`config.mk`:
```
export PLATFORM = sky130hd
export DESIGN_NAME = alu_dispatch
export DESIGN_NICKNAME = d
export VERILOG_FILES = /design/src/rtl/alu_dispatch_pkg.sv /design/src/rtl/alu_dispatch_decode.sv /design/src/rtl/alu_dispatch.sv
export SDC_FILE = /design/constraint.sdc
export NUM_CORES = 1
export LEC_CHECK = 0
export BUFFER_PORTS_ARGS = -buffer_cell sky130_fd_sc_hd__buf_4
export CAP_MARGIN = 20
export CORE_MARGIN = 10
export CORE_UTILIZATION = 50
export DETAILED_ROUTE_END_ITERATION = 12
export PLACE_DENSITY = 0.82
export SYNTH_ARGS = -nofsm -noshare
export SYNTH_HDL_FRONTEND = slang
export SYNTH_SLANG_ARGS = --single-unit
```
`constraint.sdc`:
```
create_clock -name clk -period 2.2 [get_ports clk]
set_input_delay 0.22 -clock clk [delete_from_list [all_inputs] [get_ports clk]]
set_output_delay 0.22 -clock clk [all_outputs]
set_load 0.03 [all_outputs]
```
`src/rtl/alu_dispatch_pkg.sv`:
```
// rtl/alu_dispatch_pkg.sv - shared constants and FSM state type for the ALU dispatch block
package alu_dispatch_pkg;

  localparam logic [1:0] CLS_ARITH = 2'b00;
  localparam logic [1:0] CLS_LOGIC = 2'b01;
  localparam logic [1:0] CLS_SHIFT = 2'b11;
  localparam logic [1:0] CLS_RSVD  = 2'b10;

  localparam int CNT_W = 4;

  typedef enum logic [1:0] {
    IDLE = 2'd0,
    WAIT = 2'd1,
    DONE = 2'd2
  } state_t;

endpackage

```
`src/rtl/alu_dispatch_decode.sv`:
```
// rtl/alu_dispatch_decode.sv - opcode decode into unit select, sub-op and illegal flag
module alu_dispatch_decode
  import alu_dispatch_pkg::*;
(
  input  logic [3:0] op_i,
  output logic [1:0] sel_o,
  output logic [1:0] sub_op_o,
  output logic       illegal_o
);

  always_comb begin
    sel_o     = op_i[3:2];
    sub_op_o  = op_i[1:0];
    illegal_o = 1'b0;
    case (op_i[3:2])
      CLS_ARITH, CLS_LOGIC, CLS_SHIFT: illegal_o = 1'b0;
      CLS_RSVD:                        illegal_o = 1'b1;
      default:                         illegal_o = 1'b1;
    endcase
  end

endmodule

```
`src/rtl/alu_dispatch.sv`:
```
// rtl/alu_dispatch.sv - issue-side sequencer: accept op, drive ALU, wait LAT, return result
// Optional ALU_DISPATCH_FLAGS_EN adds registered zero/negative result flags.
module alu_dispatch
  import alu_dispatch_pkg::*;
#(
  parameter int unsigned N   = 8,
  parameter int unsigned LAT = 1
) (
  input  logic         clk,
  input  logic         rst_n,
  input  logic         in_valid,
  output logic         in_ready,
  input  logic [3:0]   in_op,
  input  logic [N-1:0] in_a,
  input  logic [N-1:0] in_b,
  output logic [N-1:0] alu_a,
  output logic [N-1:0] alu_b,
  output logic [1:0]   alu_sub_op,
  output logic         s0,
  output logic         s1,
  input  logic [N-1:0] alu_rc,
  output logic         out_valid,
  input  logic         out_ready,
  output logic [N-1:0] out_result,
  output logic         err_illegal
`ifdef ALU_DISPATCH_FLAGS_EN
  ,
  output logic         flag_zero,
  output logic         flag_neg
`endif
);

  if (LAT > ((1 << CNT_W) - 1)) begin : g_lat_range
    $error("alu_dispatch: LAT must be in 0..15");
  end

  localparam logic [CNT_W-1:0] LAT_CNT = CNT_W'(LAT);

  state_t           state_q, state_d;
  logic [CNT_W-1:0] cnt_q, cnt_d;
  logic [N-1:0]     a_q, a_d, b_q, b_d, res_q, res_d;
  logic [1:0]       sub_q, sub_d, sel_q, sel_d;
  logic             rdy_q, rdy_d, err_q, err_d;
  logic [1:0]       dec_sel, dec_sub;
  logic             dec_illegal;
  logic             capture;

  alu_dispatch_decode u_decode (
    .op_i      (in_op),
    .sel_o     (dec_sel),
    .sub_op_o  (dec_sub),
    .illegal_o (dec_illegal)
  );

  assign capture = (state_q == WAIT) && (cnt_q == '0);

  always_comb begin
    state_d = state_q;
    cnt_d   = cnt_q;
    a_d     = a_q;
    b_d     = b_q;
    sub_d   = sub_q;
    sel_d   = sel_q;
    res_d   = res_q;
    err_d   = 1'b0;
    case (state_q)
      IDLE: begin
        // rdy_q gates acceptance so nothing is taken on the first cycle out of reset
        if (in_valid && rdy_q) begin
          if (dec_illegal) begin
            err_d = 1'b1;
          end else begin
            a_d     = in_a;
            b_d     = in_b;
            sub_d   = dec_sub;
            sel_d   = dec_sel;
            cnt_d   = LAT_CNT;
            state_d = WAIT;
          end
        end
      end
      WAIT: begin
        if (capture) begin
          res_d   = alu_rc;
          state_d = DONE;
        end else begin
          cnt_d = cnt_q - CNT_W'(1);
        end
      end
      DONE: begin
        if (out_ready) state_d = IDLE;
      end
      default: state_d = IDLE;
    endcase
    rdy_d = (state_d == IDLE);
  end

  always_ff @(posedge clk) begin
    if (!rst_n) begin
      state_q <= IDLE;
      cnt_q   <= '0;
      a_q     <= '0;
      b_q     <= '0;
      sub_q   <= '0;
      sel_q   <= '0;
      res_q   <= '0;
      rdy_q   <= 1'b0;
      err_q   <= 1'b0;
    end else begin
      state_q <= state_d;
      cnt_q   <= cnt_d;
      a_q     <= a_d;
      b_q     <= b_d;
      sub_q   <= sub_d;
      sel_q   <= sel_d;
      res_q   <= res_d;
      rdy_q   <= rdy_d;
      err_q   <= err_d;
    end
  end

`ifdef ALU_DISPATCH_FLAGS_EN
  logic zero_q, neg_q;

  always_ff @(posedge clk) begin
    if (!rst_n) begin
      zero_q <= 1'b0;
      neg_q  <= 1'b0;
    end else if (capture) begin
      zero_q <= (alu_rc == '0);
      neg_q  <= alu_rc[N-1];
    end
  end

  assign flag_zero = zero_q;
  assign flag_neg  = neg_q;
`endif

  assign in_ready    = rdy_q;
  assign out_valid   = (state_q == DONE);
  assign out_result  = res_q;
  assign alu_a       = a_q;
  assign alu_b       = b_q;
  assign alu_sub_op  = sub_q;
  assign s1          = sel_q[1];
  assign s0          = sel_q[0];
  assign err_illegal = err_q;

endmodule

```
### Yosys cells after proc, flatten, opt, wreduce, memory -nomap -nowiden

Index checks and enable logic that the tools add are counted.

| word-level totals | value |
|---|---|
| register bits after elaboration | 36 |
| input bits | 32 |
| output and inout bits | 31 |
| logic and storage cells | 42 |

| operators by class | value |
|---|---|
| add/subtract/negate cells | 1 |
| equality and inequality tests | 8 |
| muxes and demuxes | 11 |
| bitwise logic cells | 1 |
| reductions and logical operators | 12 |

Operators by type and width:

| cell | number |
|---|---|
| $mux W4 | 3 |
| $mux W2 | 4 |
| $pmux W4 S2 | 1 |
| $eq A2 B2 Y1 const B | 3 |
| $logic_not A2 Y1 | 3 |
| $ne A2 B2 Y1 const B | 3 |
| $pmux W2 S3 | 1 |
| $reduce_and A3 Y1 | 2 |
| $eq A2 B1 Y1 const B | 2 |
| $logic_not A4 Y1 | 1 |
| $reduce_and A4 Y1 | 1 |
| $sub A4 B1 Y4 const B | 1 |
| $reduce_or A3 Y1 | 1 |
| $logic_and A1 B1 Y1 | 2 |
| $pmux W1 S2 | 1 |
| $reduce_and A2 Y1 | 1 |
| $reduce_bool A2 Y1 | 1 |
| $mux W1 | 1 |
| $not A1 Y1 | 1 |

### Longest topological paths before layout

| logic depth | value |
|---|---|
| depth after elaboration | 7 |
| gate-level depth with buffers | 6 |
| mapped depth without buffers | 5 |

### By module

From an unflattened synthesis, not the netlist that was laid out.

| unflattened totals | value |
|---|---|
| cell total of the unflattened synthesis | 175 |
| area, all modules | 1,515.2 sq um |

By module, submodules not included:

| module | instances | cells an instance | area an instance (sq um) | sequential area each (sq um) |
|---|---|---|---|---|
| alu_dispatch | 1 | 170 | 1,471.4 | 720.7 |
| alu_dispatch_decode | 1 | 5 | 43.8 | 0.0 |

### Worst setup path before layout

OpenSTA, ideal clock, no wires.

| timing | value |
|---|---|
| path type | register -> register |
| start | register cnt_q[0] |
| end | register cnt_q[2] |
| setup time | 0.070 ns |
| arrival time | 1.341 ns |
| required time | 2.130 ns |
| slack | 0.789 ns |
| cell stages (with the launch flop) | 6 |
| path buffers | 0 |
| clock period less this slack | 1.411 ns |
| cells stage by stage | dfxtp_1 -> inv_1 -> ha_1 -> nor2b_1 -> or4_1 -> a21oi_1 |

| on the way | value |
|---|---|
| longest elaborated chain between the ends | 4 |
| elaborated cells on any way between the ends | 7 |
| classes of those cells | add/sub (1); eq/ne (1); mux (2); reduce/logical (3) |

RTL lines:

| element | line | RTL |
|---|---|---|
| from (decl) | alu_dispatch.sv:40 | `logic [CNT_W-1:0] cnt_q, cnt_d;` |
| from (signal assigned) | alu_dispatch.sv:111 | `cnt_q <= cnt_d;` |
| parallel branches: the longest is 4 deep, another holds $sub A4 B1 Y4 | - |  |

Several ways; the timed one is not identified. The select of a mux whose other input is x is not followed.
A chain may end at the register's enable or synchronous reset.

### Final worst setup path

| timing | value |
|---|---|
| start | register cnt_q[0] |
| end | register cnt_q[0] |

Same word-level chain as after synthesis.

==> results.yml <==
sta:
  hold_viol: 0
  rsz0062_at_grt: "no"
  tns_ns: 0
  finClkSkew_ns: 0.002719
  fin_crit_ns: 1.593
  fmax_mhz: 627.6
  maxSlewHeadroom_pct: 55.97
  setup_slack_ns: 0.6067
  whs_ns: 0.1381
  timing.final.crit_share_pct: 72.42
  tightest_slew_ns: 0.6604
  slew_viol_final: 0
  setup_viol: 0
outcome:
  status: "finished clean"
route:
  wirelength_mm: 4.376
  viasPerCell: 5.359
  num_vias: 1447
  drtAntennaViolNets: 0
  firstDrtPassIters: 4
  first_iter_violations: 111
  wl_per_cell_um: 16.21
  drcViolationCount: 0
clocking:
  clkTransAtPathRegs_ns: 0.10
  cts-resized-gates: 0
  postCtsSetupBuffers: 0
  clk_path_buf_depth: 2
  cts_tree: "built"
  clk_latency_ns: 0.33
  numClockSinks: 36
  h-tree-depth: 2
  root_buffer: "clkbuf_4"
  ctsHoldBuffers: 0
  numCtsBuffers: 5
job:
  cap_violations: 0
global_routing:
  grt_pass1_vias: 1477
  overflow: 0
  grt_max_degree: 36
  grt_usage_pct: 14.89
  antenna_found_initial: 0
  grt_pass1_wl_mm: 7.169
pwr:
  swShare_pct: 28.26
  pwr-share-seq_pct: 52.7
  p_leak_nw: 0.8558
  cellInternalPower_mw: 0.9511
  clkPwrFrac_pct: 27.1
  fin_total_pwr_mw: 1.326
  pwr-share-comb_pct: 20.2
  ir_worst_vdd_mv: 0.4519
  switchingPower_mw: 0.3746
  p_per_area_nw_per_um2: 636.7
place:
  dp_hpwl_mm: 3.236
  place_worst_setup_slack_ns: 0.6385
  placed_cells: 262
  portBuffers: 62
  gp_congestion: 0.7547
yosys:
  synthesis.nets: 204
  yosys_register_bits: 36
  syn_area_per_cell_sq_um: 9.310
  synth_area_leaders: "dfxtp_1 46%, nand3_1 8.2%, a21boi_1 7.1%, o21ai_0 6.6%, a21boi_0 5.7%"
  synth_area_sq_um: 1583
  yosysTopAreaCell: "dfxtp_1"
  yosysWarnings: 0
  netlist.area_leader.share_pct: 45.53
  synth_cells: 170
  synth_cell_types: 37
  yosysSeqAreaShare_pct: 45.53
layout:
  syn_to_final_growth_pct: 31.54
  mostFrequentLayoutCells: "62 x buf_4, 36 x dfxtp_1, 26 x nand3_1"
  layout_commonest_cell: "buf_4"
  layoutNonFillerInstCount: 270
  drive_above_1_share_pct: 33.19
  regArea_sq_um: 720.7
  final_nets: 259
  multi_input_area_sq_um: 770.7
  fillers: 275
  n_antenna_cell: 0
worst_setup_path:
  worstSetupPathType: "reg2reg"
  r2r-start: "cnt_q[0]"
  regToRegEndpoint: "cnt_q[0]"
  required_ns: 2.43
  rrSetupSlack_ns: 0.61
  end_kind: "flip-flop"
  r2r_cells: 5
  startpoint_type: "flip-flop"
  arrival_ns: 1.83
  cp_max_fo: 10
min_path:
  hold_end: "alu_b[4]"
  whs_path_depth: 3
  hp-class: "in2reg"
  hold_start: "in_b[4]"
die:
  start_util_pct: 51.84
  core_area_sq_um: 3053
  rows: 20
  die-area_sq_um: 5816
  num_io_pins: 63
  die_h_um: 76.27
  die_w_um: 76.27
metrics by stage:
step,area [sq um],utilization (%)
3_5_place_dp,2023,66.27
4_1_cts,2082,68.20
5_1_grt,2082,68.20
6_report,2082,68.20
3_3_place_gp,2023,66.27
2_1_floorplan,1583,-
cell type report:
cell class                      instances  area share (%)
Multi-Input combinational cell        117           37.02
Sequential cell                        36           34.62
Timing Repair Buffer                   62           22.36
Clock buffer                            8           2.825
Tap cell                               44           2.644
Inverter                                3          0.5409
logic make-up (layout without fill, tap and decap cells):
logic type,after synthesis,in the layout,synth area share [%]
multiplexers,1,1,0.6324
AND/OR/NAND/NOR,50,50,20.71
buffers and inverters,17,73,5.771
AO/OA/AOI/OAI,64,64,25.77
adder cells (fa/ha/maj),2,2,1.581
flip-flops,36,36,45.53
power by group through the flow:
stage	logic, mW	clock network (mW)	registers (mW)
after floorplan	0.119	0	0.760
after global placement	0.259	0	0.712
after global routing	0.288	0.415	0.703
after detailed placement	0.268	0	0.714
final	0.267	0.360	0.699
after CTS	0.269	0.371	0.699
how the worst max path moves through the flow:
stage	startpoint	to	cells past startpoint
floorplan	cnt_q[0]	cnt_q[2]	5
global placement	cnt_q[0]	cnt_q[0]	5
detailed placement	cnt_q[0]	cnt_q[0]	5
CTS	cnt_q[0]	cnt_q[0]	5
global route	cnt_q[0]	cnt_q[0]	5
finish	cnt_q[0]	cnt_q[0]	5
layer usage:
layer | GRT usage [%] | share of wire (%) | vias up
li1 | - | - | 718
met3 | 5.778 | 5.1 | 6
met5 | 0 | 0 | -
met2 | 26.45 | 53 | 36
met4 | 4.461 | 0.96 | 0
met1 | 15.83 | 41 | 687
cell usage after synthesis, drive strengths merged:
master	instances
and3	1
o41ai	1
clkbuf	7
nor2	3
nand2	2
o21ai	30
and2b	1
a21oi	4
ha	2
or3b	1
o211a	1
a21boi	27
mux2i	1
or4	1
nor2b	4
nor3	1
inv	3
buf	7
nand4bb	1
nand3b	1
nor3b	2
and4bb	1
nand3	27
o22ai	1
dfxtp	36
nand4b	1
nand2b	2
and2	1
flip-flops by register name, indices dropped and copies added (netlist names):
register and count:
alu_a 8, alu_b 8, alu_sub_op 2, cnt_q 4
err_illegal 1, in_ready 1, out_result 8, sel_q 2
state_q 2
critical path, stage by stage (launching register included):
cell	delay [ns]
dfxtp_1	0.37
inv_1	0.10
ha_1	0.19
nor3b_4	0.43
o22ai_2	0.16
o211a_1	0.24
Note: power is estimated with default switching activity, not from simulation.
